## config.mk

```make
export PLATFORM = sky130hd
export DESIGN_NAME = perceptron_output_seq_flat
export DESIGN_NICKNAME = d
export VERILOG_FILES = /design/src/rtl/perceptron_pkg.sv /design/src/rtl/perceptron_output_seq_if.sv /design/src/rtl/weight_regfile.sv /design/src/rtl/perceptron_output_seq.sv /design/src/flat_wrapper.sv
export SDC_FILE = /design/constraint.sdc
export NUM_CORES = 1
export LEC_CHECK = 0
export BUFFER_PORTS_ARGS = -buffer_cell sky130_fd_sc_hd__buf_2
export CAP_MARGIN = 20
export CORE_MARGIN = 4
export CORE_UTILIZATION = 50
export CTS_BUF_LIST = sky130_fd_sc_hd__clkbuf_4
export DETAILED_ROUTE_END_ITERATION = 7
export GPL_ROUTABILITY_DRIVEN = 0
export GPL_TIMING_DRIVEN = 0
export HOLD_SLACK_MARGIN = 0.06
export PLACE_DENSITY = 0.76
export SLEW_MARGIN = 20
export SYNTH_ARGS = -nofsm -noshare
export SYNTH_HDL_FRONTEND = slang
export SYNTH_SLANG_ARGS = --single-unit
```

## constraint.sdc

```tcl
create_clock -name clk -period 2.3 [get_ports clk]
set_input_delay 0.575 -clock clk [delete_from_list [all_inputs] [get_ports clk]]
set_output_delay 0.575 -clock clk [all_outputs]
set_load 0.02 [all_outputs]
```

## src/rtl/perceptron_pkg.sv

```systemverilog
// Shared types and constants for the serial output perceptron: FSM state encoding,
// accumulator width derivation and the power-on weight table.
package perceptron_pkg;

    typedef enum logic [1:0] {
        IDLE,
        ACCUM,
        DONE
    } state_t;

    // Three guard bits cover N_IN <= 8 full-scale products without wrap.
    function automatic int unsigned sum_width(input int unsigned w_w);
        return w_w + 3;
    endfunction

    // Index 0 is the rightmost entry.
    localparam logic [7:0][7:0] DEFAULT_WEIGHTS = {
        8'd3, 8'd3, 8'd2, 8'd2, 8'd1, 8'd2, 8'd3, 8'd4
    };

    function automatic logic [7:0] default_weight(input int unsigned i);
        return (i < 8) ? DEFAULT_WEIGHTS[i] : 8'd0;
    endfunction

endpackage

```

## src/rtl/perceptron_output_seq_if.sv

```systemverilog
// Vector-in / result-out handshake bundle for perceptron_output_seq.
interface perceptron_output_seq_if #(
    parameter int unsigned N_IN  = 8,
    parameter int unsigned SUM_W = 11
);
    logic             in_valid;
    logic             in_ready;
    logic [N_IN-1:0]  hidden;
    logic             out_valid;
    logic             out_ready;
    logic [SUM_W-1:0] sum;
    logic             fire;

    modport master (
        output in_valid, hidden, out_ready,
        input  in_ready, out_valid, sum, fire
    );

    modport slave (
        input  in_valid, hidden, out_ready,
        output in_ready, out_valid, sum, fire
    );
endinterface

```

## src/rtl/weight_regfile.sv

```systemverilog
// N_IN x W_W weight store: one synchronous write port, combinational read, resets to
// the package default table.
module weight_regfile
    import perceptron_pkg::*;
#(
    parameter int unsigned N_IN  = 8,
    parameter int unsigned W_W   = 8,
    parameter int unsigned IDX_W = 3
) (
    input  logic             clk,
    input  logic             rst_n,
    input  logic             wr_en,
    input  logic [2:0]       wr_addr,
    input  logic [W_W-1:0]   wr_data,
    input  logic [IDX_W-1:0] rd_addr,
    output logic [W_W-1:0]   rd_data
);
    logic [W_W-1:0] mem [N_IN];

    always_ff @(posedge clk or negedge rst_n) begin
        if (!rst_n) begin
            for (int unsigned i = 0; i < N_IN; i++) begin
                mem[i] <= W_W'(default_weight(i));
            end
        end else if (wr_en && (32'(wr_addr) < N_IN)) begin
            mem[wr_addr] <= wr_data;
        end
    end

    assign rd_data = mem[rd_addr];
endmodule

```

## src/rtl/perceptron_output_seq.sv

```systemverilog
// Bit-serial weighted sum of a hidden vector with threshold fire flag.
// Define PERCEPTRON_WEIGHT_WR_EN to enable the runtime weight write path.
module perceptron_output_seq
    import perceptron_pkg::*;
#(
    parameter int unsigned                N_IN   = 8,
    parameter int unsigned                W_W    = 8,
    parameter logic [sum_width(W_W)-1:0]  THRESH = 11'd10
) (
    input  logic                   clk,
    input  logic                   rst_n,
    perceptron_output_seq_if.slave io,
    input  logic                   wr_en,
    input  logic [2:0]             wr_addr,
    input  logic [W_W-1:0]         wr_data
);
    localparam int unsigned SUM_W = sum_width(W_W);
    localparam int unsigned IDX_W = (N_IN > 1) ? $clog2(N_IN) : 1;

    state_t           state, state_next;
    logic [N_IN-1:0]  sreg;
    logic [IDX_W-1:0] idx;
    logic [SUM_W-1:0] acc, acc_next, sum_q;
    logic             fire_q;
    logic [W_W-1:0]   weight;
    logic             accept, last;

    assign accept   = (state == IDLE) && io.in_valid;
    assign last     = (state == ACCUM) && (32'(idx) == N_IN - 1);
    assign acc_next = acc + (sreg[0] ? SUM_W'(weight) : '0);

    always_ff @(posedge clk or negedge rst_n) begin
        if (!rst_n) begin
            state <= IDLE;
        end else begin
            state <= state_next;
        end
    end

    always_comb begin
        state_next = state;
        unique case (state)
            IDLE:    if (io.in_valid)  state_next = ACCUM;
            ACCUM:   if (last)         state_next = DONE;
            DONE:    if (io.out_ready) state_next = IDLE;
            default:                   state_next = IDLE;
        endcase
    end

    always_comb begin
        io.in_ready  = (state == IDLE);
        io.out_valid = (state == DONE);
        io.sum       = sum_q;
        io.fire      = fire_q;
    end

    always_ff @(posedge clk or negedge rst_n) begin
        if (!rst_n) begin
            sreg   <= '0;
            idx    <= '0;
            acc    <= '0;
            sum_q  <= '0;
            fire_q <= 1'b0;
        end else if (accept) begin
            sreg <= io.hidden;
            idx  <= '0;
            acc  <= '0;
        end else if (state == ACCUM) begin
            sreg <= sreg >> 1;
            idx  <= idx + 1'b1;
            acc  <= acc_next;
            if (last) begin
                sum_q  <= acc_next;
                fire_q <= (acc_next >= THRESH);
            end
        end
    end

`ifdef PERCEPTRON_WEIGHT_WR_EN
    logic           pend_vld;
    logic [2:0]     pend_addr;
    logic [W_W-1:0] pend_data;
    logic           rf_wr_en;
    logic [2:0]     rf_addr;
    logic [W_W-1:0] rf_data;

    // A write coinciding with acceptance is parked and committed on the DONE handshake,
    // so the vector in flight keeps reading the pre-write weights.
    always_ff @(posedge clk or negedge rst_n) begin
        if (!rst_n) begin
            pend_vld  <= 1'b0;
            pend_addr <= '0;
            pend_data <= '0;
        end else if (accept && wr_en) begin
            pend_vld  <= 1'b1;
            pend_addr <= wr_addr;
            pend_data <= wr_data;
        end else if ((state == DONE) && io.out_ready) begin
            pend_vld  <= 1'b0;
        end
    end

    always_comb begin
        rf_wr_en = 1'b0;
        rf_addr  = wr_addr;
        rf_data  = wr_data;
        if ((state == IDLE) && wr_en && !io.in_valid) begin
            rf_wr_en = 1'b1;
        end else if ((state == DONE) && io.out_ready && pend_vld) begin
            rf_wr_en = 1'b1;
            rf_addr  = pend_addr;
            rf_data  = pend_data;
        end
    end

    weight_regfile #(
        .N_IN  (N_IN),
        .W_W   (W_W),
        .IDX_W (IDX_W)
    ) u_weight_regfile (
        .clk     (clk),
        .rst_n   (rst_n),
        .wr_en   (rf_wr_en),
        .wr_addr (rf_addr),
        .wr_data (rf_data),
        .rd_addr (idx),
        .rd_data (weight)
    );
`else
    logic unused_wr;
    assign unused_wr = ^{wr_en, wr_addr, wr_data};

    always_comb begin
        weight = W_W'(default_weight(32'(idx)));
    end
`endif
endmodule
```

## src/flat_wrapper.sv

```systemverilog
// flat-port wrapper written by rule: the top's interface ports become plain ports
module perceptron_output_seq_flat import perceptron_pkg::*;
#(
    parameter int unsigned                N_IN   = 8,
    parameter int unsigned                W_W    = 8,
    parameter logic [sum_width(W_W)-1:0]  THRESH = 11'd10
)
  (clk, rst_n, wr_en, wr_addr, wr_data, io_in_valid, io_hidden, io_out_ready, io_in_ready, io_out_valid, io_sum, io_fire);
  perceptron_output_seq_if #(.N_IN(N_IN)) io_i ();
  input  logic clk;
  input  logic rst_n;
  input  logic wr_en;
  input  logic [2:0] wr_addr;
  input  logic [W_W-1:0] wr_data;
  input wire logic [$bits(io_i.in_valid)-1:0] io_in_valid;
  input wire logic [$bits(io_i.hidden)-1:0] io_hidden;
  input wire logic [$bits(io_i.out_ready)-1:0] io_out_ready;
  output wire logic [$bits(io_i.in_ready)-1:0] io_in_ready;
  output wire logic [$bits(io_i.out_valid)-1:0] io_out_valid;
  output wire logic [$bits(io_i.sum)-1:0] io_sum;
  output wire logic [$bits(io_i.fire)-1:0] io_fire;
  assign io_i.in_valid = io_in_valid;
  assign io_i.hidden = io_hidden;
  assign io_i.out_ready = io_out_ready;
  assign io_in_ready = io_i.in_ready;
  assign io_out_valid = io_i.out_valid;
  assign io_sum = io_i.sum;
  assign io_fire = io_i.fire;
  perceptron_output_seq #(.N_IN(N_IN), .W_W(W_W), .THRESH(THRESH)) u_core (.clk(clk), .rst_n(rst_n), .io(io_i), .wr_en(wr_en), .wr_addr(wr_addr), .wr_data(wr_data));
endmodule
```

==> results of run 1 <==
==> area by class of cell <==
| cell class | count | area [µm²] | share of cell area, % |
|---|---|---|---|
| buffer | 13 | 77.6 | 3.35 |
| clock buffer | 6 | 45.0 | 1.95 |
| clock inverter | 1 | 5.00 | 0.216 |
| inverter | 3 | 11.3 | 0.487 |
| multi-input combinational | 146 | 993 | 42.9 |
| sequential | 36 | 902 | 39.0 |
| tap | 48 | 60.1 | 2.60 |
| timing repair buffer | 36 | 219 | 9.46 |
==> metal layers <==
| layer | GRT usage (%) | vias up | routed length (µm) |
|---|---|---|---|
| li1 | - | 781 | - |
| met1 | 23.7 | 741 | 1930 |
| met2 | 28.9 | 45 | 1850 |
| met3 | 5.18 | 10 | 234 |
| met4 | 8.51 | 0 | 89 |
| met5 | 0 | - | 0 |
==> what timing repair did <==
action,CTS,global route
setup endpoints to repair,3,6
hold buffers,0,0
resized for setup,10,8
pin swaps,10,10
setup buffers,8,3
==> logic make-up (layout without fill, tap and decap cells) <==
group | after synthesis | count (layout) | synth area share [%]
DFF | 36 | 36 | 46.7
xor gates and xnor gates | 12 | 12 | 5.44
buffers and inverters | 17 | 59 | 5.18
adders and majority gates | 8 | 8 | 5.44
AOI/OAI and AO/OA | 67 | 67 | 20.1
and+or+nand+nor | 55 | 55 | 15.0
muxes | 4 | 4 | 2.20
==> worst max path at each step <==
stage / slack, ns / endpoint / startpoint
after floorplan: 0.02 / u_core.io.fire / u_core.idx[0]
after global placement: -0.18 / u_core.io.fire / u_core.idx[0]
after detailed placement: -0.17 / u_core.io.fire / u_core.idx[0]
after CTS: 0.01 / u_core.io.fire / u_core.idx[0]
after global routing: -0.09 / u_core.io.fire / u_core.idx[0]
final: -0.03 / u_core.io.fire / u_core.idx[0]
==> flip-flops by register name, summed over array words and instances, names as in the netlist <==
register	count
u_core.io.sum	11
u_core.state	2
u_core.acc	11
u_core.io.fire	1
u_core.sreg	8
u_core.idx	3
==> through the flow <==
step                      worst slack, ns  setup TNS, ns
after floorplan                    0.0237              0
after global placement             -0.175         -0.181
after global routing              -0.0935         -0.157
after CTS                          0.0117              0
final                             -0.0320        -0.0320
after detailed placement           -0.172         -0.205
==> synth_stat cells, types with 2 or more instances <==
cell	n	area, µm²
nand3_1	6	30.0
a22oi_1	6	45.0
a31oi_1	4	25.0
a21oi_1	13	65.1
mux2_2	2	22.5
clkbuf_1	7	26.3
dfrtp_1	36	901
buf_6	4	45.0
o21ai_0	33	165
nand2_1	22	82.6
and3b_1	2	17.5
nor2b_1	10	62.6
a22o_1	4	35.0
xor2_1	4	35.0
nor2_1	4	15.0
ha_1	6	75.1
inv_1	3	11.3
nand2b_1	3	18.8
xnor2_1	8	70.1
mux2i_1	2	20.0
o31ai_1	4	30.0
==> power breakdown <==
part	switching [W]	total, W	internal (W)
registers	0.000140	0.000976	0.000836
clock network	0.000204	0.000329	0.000124
logic	0.000682	0.00126	0.000577
total	0.00103	0.00256	0.00154
==> impl_metrics.ini, run 1 <==
[layout]
area_growth_syn_to_layout_pct = 19.8
nNetsFinal = 272
final_common_cell = dfrtp_1
fin_cells = 289
design_area_um2 = 2310
fillers = 332
diodes = 0
drive_gt1_share_pct = 28.2
fin_util_pct = 62.7
final_cell_mix = 35 x dfrtp_1, 30 x o21ai_0, 26 x buf_2

[drt]
drt_first_pass_iters = 4
drc = 0
drtIter0Drc = 78
wl_um = 4100
routedWlPerCell_um = 14.2
num_vias = 1577
vias_per_cell = 5.46
antenna_left = 0

[outcome]
failed_checks = negative setup slack
outcome = finished, violations left

[pwr]
vdd_ir_drop_max_v = 0.000457
p_per_area_nw_per_um2 = 1110
finalPower_w = 0.00256
leakagePower_nw = 1.07

[synth]
synth_edf_count = 0
synth_nets = 230
async_reset_ff_share_pct = 100
ys_ff_latch = 36
syn_area_um2 = 1930
synth_cells = 199
ys.flop_type = dfrtp_1
yosys_warnings = 0
ys_seq_area_share_pct = 46.7
avgSynthCellArea_um2 = 9.70
synth.distinct_cells = 37

[placed_design]
dpl.hpwl_um = 2690
placed_cell_area_um2 = 2120
numPortBuffers = 25
placed_cells = 272

[timing]
fmax_mhz = 429
relSlewSlack_pct = 47.6
rsz0062_at_grt = true
whs_ns = 0.292
layout_min_cycle_time_ns = 2.33
final_hold_viol_count = 0
maxSlewViolCount = 0
fin_crit_sh_pct = 101
setup-violations-final = 1
skew_ns = 0.0150
worst_slack_ns = -0.0320
worst_pin_slew_ns = 0.786

[setup_path]
slowest_stage = dfrtp_1
required_ns = 2.57
critical_path.max_stage_delay_ns = 0.43
path_max_fanout = 3
cp-end-kind = flip-flop
cp.depth = 10
path_delay_family = adder cells
reg2reg_depth = 10
worstSetupStartpointType = flip-flop
worstReg2RegEnd = u_core.io.fire
path_buf_inv = 1
cp.arrival_ns = 2.60
path_cells = buf_6 -> mux2i_1 -> nor2b_1 -> ha_2 -> fa_2 -> a21o_1 -> and2_4 -> xnor2_2 -> and4b_1 -> a31oi_1
crit_type = flip-flop to flip-flop
r2r_slack_ns = -0.03
r2r-start = u_core.idx[0]

[die]
io_pins = 38
die_h_um = 70.1
initial_utilization_pct = 52.3
placementRows = 22
die_area_um2 = 4920
coreArea_um2 = 3690
die_x_um = 70.1

[global_route]
grt_pass1_vias = 1569
gr-total-overflow = 0
antenna_found_initial = 0
grt_use_total_pct = 18.5
grt_max_degree = 37
grt_pass1_wl_um = 7220

[clocking]
cts_buffers = 5
root_buffer = clkbuf_4
path_clk_slew_ns = 0.11
cts.path.max_buffers = 2
cts_htree_levels = 2
cts_sinks = 36
cts_tree = done
clock_latency_ns = 0.35

[hold_path]
hold_class = primary input to asynchronous set/reset pin

[flow_run]
cap_violations = 0
(Power assumes the default switching activity.)
==> inputs of run 2 (changes only) <==
--- a/config.mk
+++ b/config.mk
@@ -13,8 +13,8 @@
 export DETAILED_ROUTE_END_ITERATION = 7
 export GPL_ROUTABILITY_DRIVEN = 0
 export GPL_TIMING_DRIVEN = 0
-export HOLD_SLACK_MARGIN = 0.06
-export PLACE_DENSITY = 0.76
+export HOLD_SLACK_MARGIN = 0.12
+export PLACE_DENSITY = 0.73
 export SLEW_MARGIN = 20
 export SYNTH_ARGS = -nofsm -noshare
 export SYNTH_HDL_FRONTEND = slang
==> constraint.sdc (replaced) <==
create_clock -name clk -period 2.6 [get_ports clk]
set_input_delay 0.65 -clock clk [delete_from_list [all_inputs] [get_ports clk]]
set_output_delay 0.65 -clock clk [all_outputs]
set_load 0.02 [all_outputs]
==> run 2 against run 1 <==
The run now ends clean. Core utilization is 1.2 points lower. Sequential power is 11% lower. Routed wire length is 5.3% lower. Non-clock buffer count is 9 lower. Clock power is 78% higher. Global-route usage is 1.4 points lower. Final cell count is 2.8% lower. Power is 7.6% lower. Critical endpoint unchanged. Largest power group unchanged.
==> impl_metrics.ini, run 2 (synthesis results as in run 1) <==
[timing]
skew_ns = 0.0136
worst_slack_ns = 0.150
final.setup.tns_ns = 0
maxSlewViolCount = 0
relSlewSlack_pct = 48.0
final_hold_viol_count = 0
setup-violations-final = 0
worst_pin_slew_ns = 0.780
fin_crit_sh_pct = 94.2
layout_min_cycle_time_ns = 2.45
fmax_mhz = 408

[placed_design]
dpl.hpwl_um = 2750
placed_cell_area_um2 = 2120
numPortBuffers = 25
post-place-ws_ns = 0.0815

[setup_path]
r2r-start = u_core.idx[0]
required_ns = 2.88
path_cells = inv_1 -> ha_1 -> o21a_1 -> fa_2 -> a21o_1 -> and2_4 -> buf_6 -> xnor2_2 -> and4b_1 -> a31oi_1
cp.arrival_ns = 2.73
path_delay_family = adder cells
worstReg2RegEnd = u_core.io.fire
worstSetupStartpointType = flip-flop
slowest_stage = dfrtp_1
path_buf_inv = 2
path_max_fanout = 6
reg2reg_depth = 10
r2r_slack_ns = 0.15
crit_type = flip-flop to flip-flop
critical_path.max_stage_delay_ns = 0.41
cp-end-kind = flip-flop

[drt]
drc = 0
drtIter0Drc = 63
routedWlPerCell_um = 13.8
wl_um = 3890
wl_met1_um = 1900
top_signal_layer_used = met4
antenna_left = 0
wl_met2_um = 1750
wl_met3_um = 169
vias_per_cell = 5.38
num_vias = 1511
drt_first_pass_iters = 4

[die]
io_pins = 38
die_h_um = 70.1
initial_utilization_pct = 52.3
coreArea_um2 = 3690
die_area_um2 = 4920
placementRows = 22
die_x_um = 70.1

[clocking]
cts_buffers = 5
cts.path.max_buffers = 2
path_clk_slew_ns = 0.12
clock_latency_ns = 0.34
cts_tree = done
cts_sinks = 36
cts_htree_levels = 2
hold_buffers = 0
root_buffer = clkbuf_4

[layout]
area_growth_syn_to_layout_pct = 17.5
final_common_cell = dfrtp_1
diodes = 0
fin_util_pct = 61.5
nNetsFinal = 263
design_area_um2 = 2270
final_cell_mix = 36 x dfrtp_1, 32 x o21ai_0, 26 x buf_2
drive_gt1_share_pct = 21.5

[global_route]
grt_pass1_wl_um = 6820
grt_use_total_pct = 17.1
gr-total-overflow = 0
grt_pass1_vias = 1443
antenna_found_initial = 0
grt_max_degree = 37

[pwr]
p_per_area_nw_per_um2 = 1040
vdd_ir_drop_max_v = 0.000530
leakagePower_nw = 1.05

[outcome]
outcome = complete, no violations

[flow_run]
cap_violations = 0

[hold_path]
hold_class = primary input to asynchronous set/reset pin
==> run 2: through the flow <==
step | std cells | power [W] | hold slack, ns
final | 281 | 0.00237 | 0.371
after global routing | 281 | 0.00255 | 0.417
after CTS | 280 | 0.00237 | 0.382
after detailed placement | 272 | 0.00177 | 0.466
after global placement | 272 | 0.00175 | 0.457
after floorplan | 199 | 0.00151 | 0.354
==> run 2: routing by layer <==
layer	track usage, %	up-vias
li1	-	765
met1	24.7	711
met2	24.9	28
met3	3.60	7
met4	7.02	0
met5	0	-
==> run 2: cell type report <==
class,count,area [µm²]
buffer,14,88.8
clock buffer,5,37.5
fill,324,1420
tap,48,60.1
clock inverter,3,90.1
multi-input combinational,146,947
inverter,3,11.3
sequential,36,901
timing repair buffer,26,133
==> run 2: worst register-to-register path, cell delays in order (launching register included) <==
cell and delay, ns:
dfrtp_1 0.41, inv_1 0.06, ha_1 0.31, o21a_1 0.23
fa_2 0.38, a21o_1 0.21, and2_4 0.16, buf_6 0.12
xnor2_2 0.12, and4b_1 0.22, a31oi_1 0.16
==> run 2: timing repair <==
action | 4_1_cts | 5_1_grt
setup buffers | 0 | 1
endpoints found under the setup margin | 0 | 2
gates resized for setup | 0 | 4
==> run 2: worst max path at each step <==
stage                     cells past startpoint     startpoint  slack, ns             end
after floorplan                              10  u_core.idx[0]       0.27  u_core.io.fire
after global placement                       10  u_core.idx[0]       0.05  u_core.io.fire
after detailed placement                     10  u_core.idx[0]       0.08  u_core.io.fire
after CTS                                    10  u_core.idx[0]       0.04  u_core.io.fire
after global routing                          9  u_core.idx[0]     -0.009  u_core.io.fire
final                                        10  u_core.idx[0]       0.15  u_core.io.fire
==> run 2: report_power, final <==
part / internal, W / switching, W
Clock: 0.000396 / 0.000190
Sequential: 0.000738 / 0.000126
Combinational: 0.000390 / 0.000530
Total: 0.00152 / 0.000846
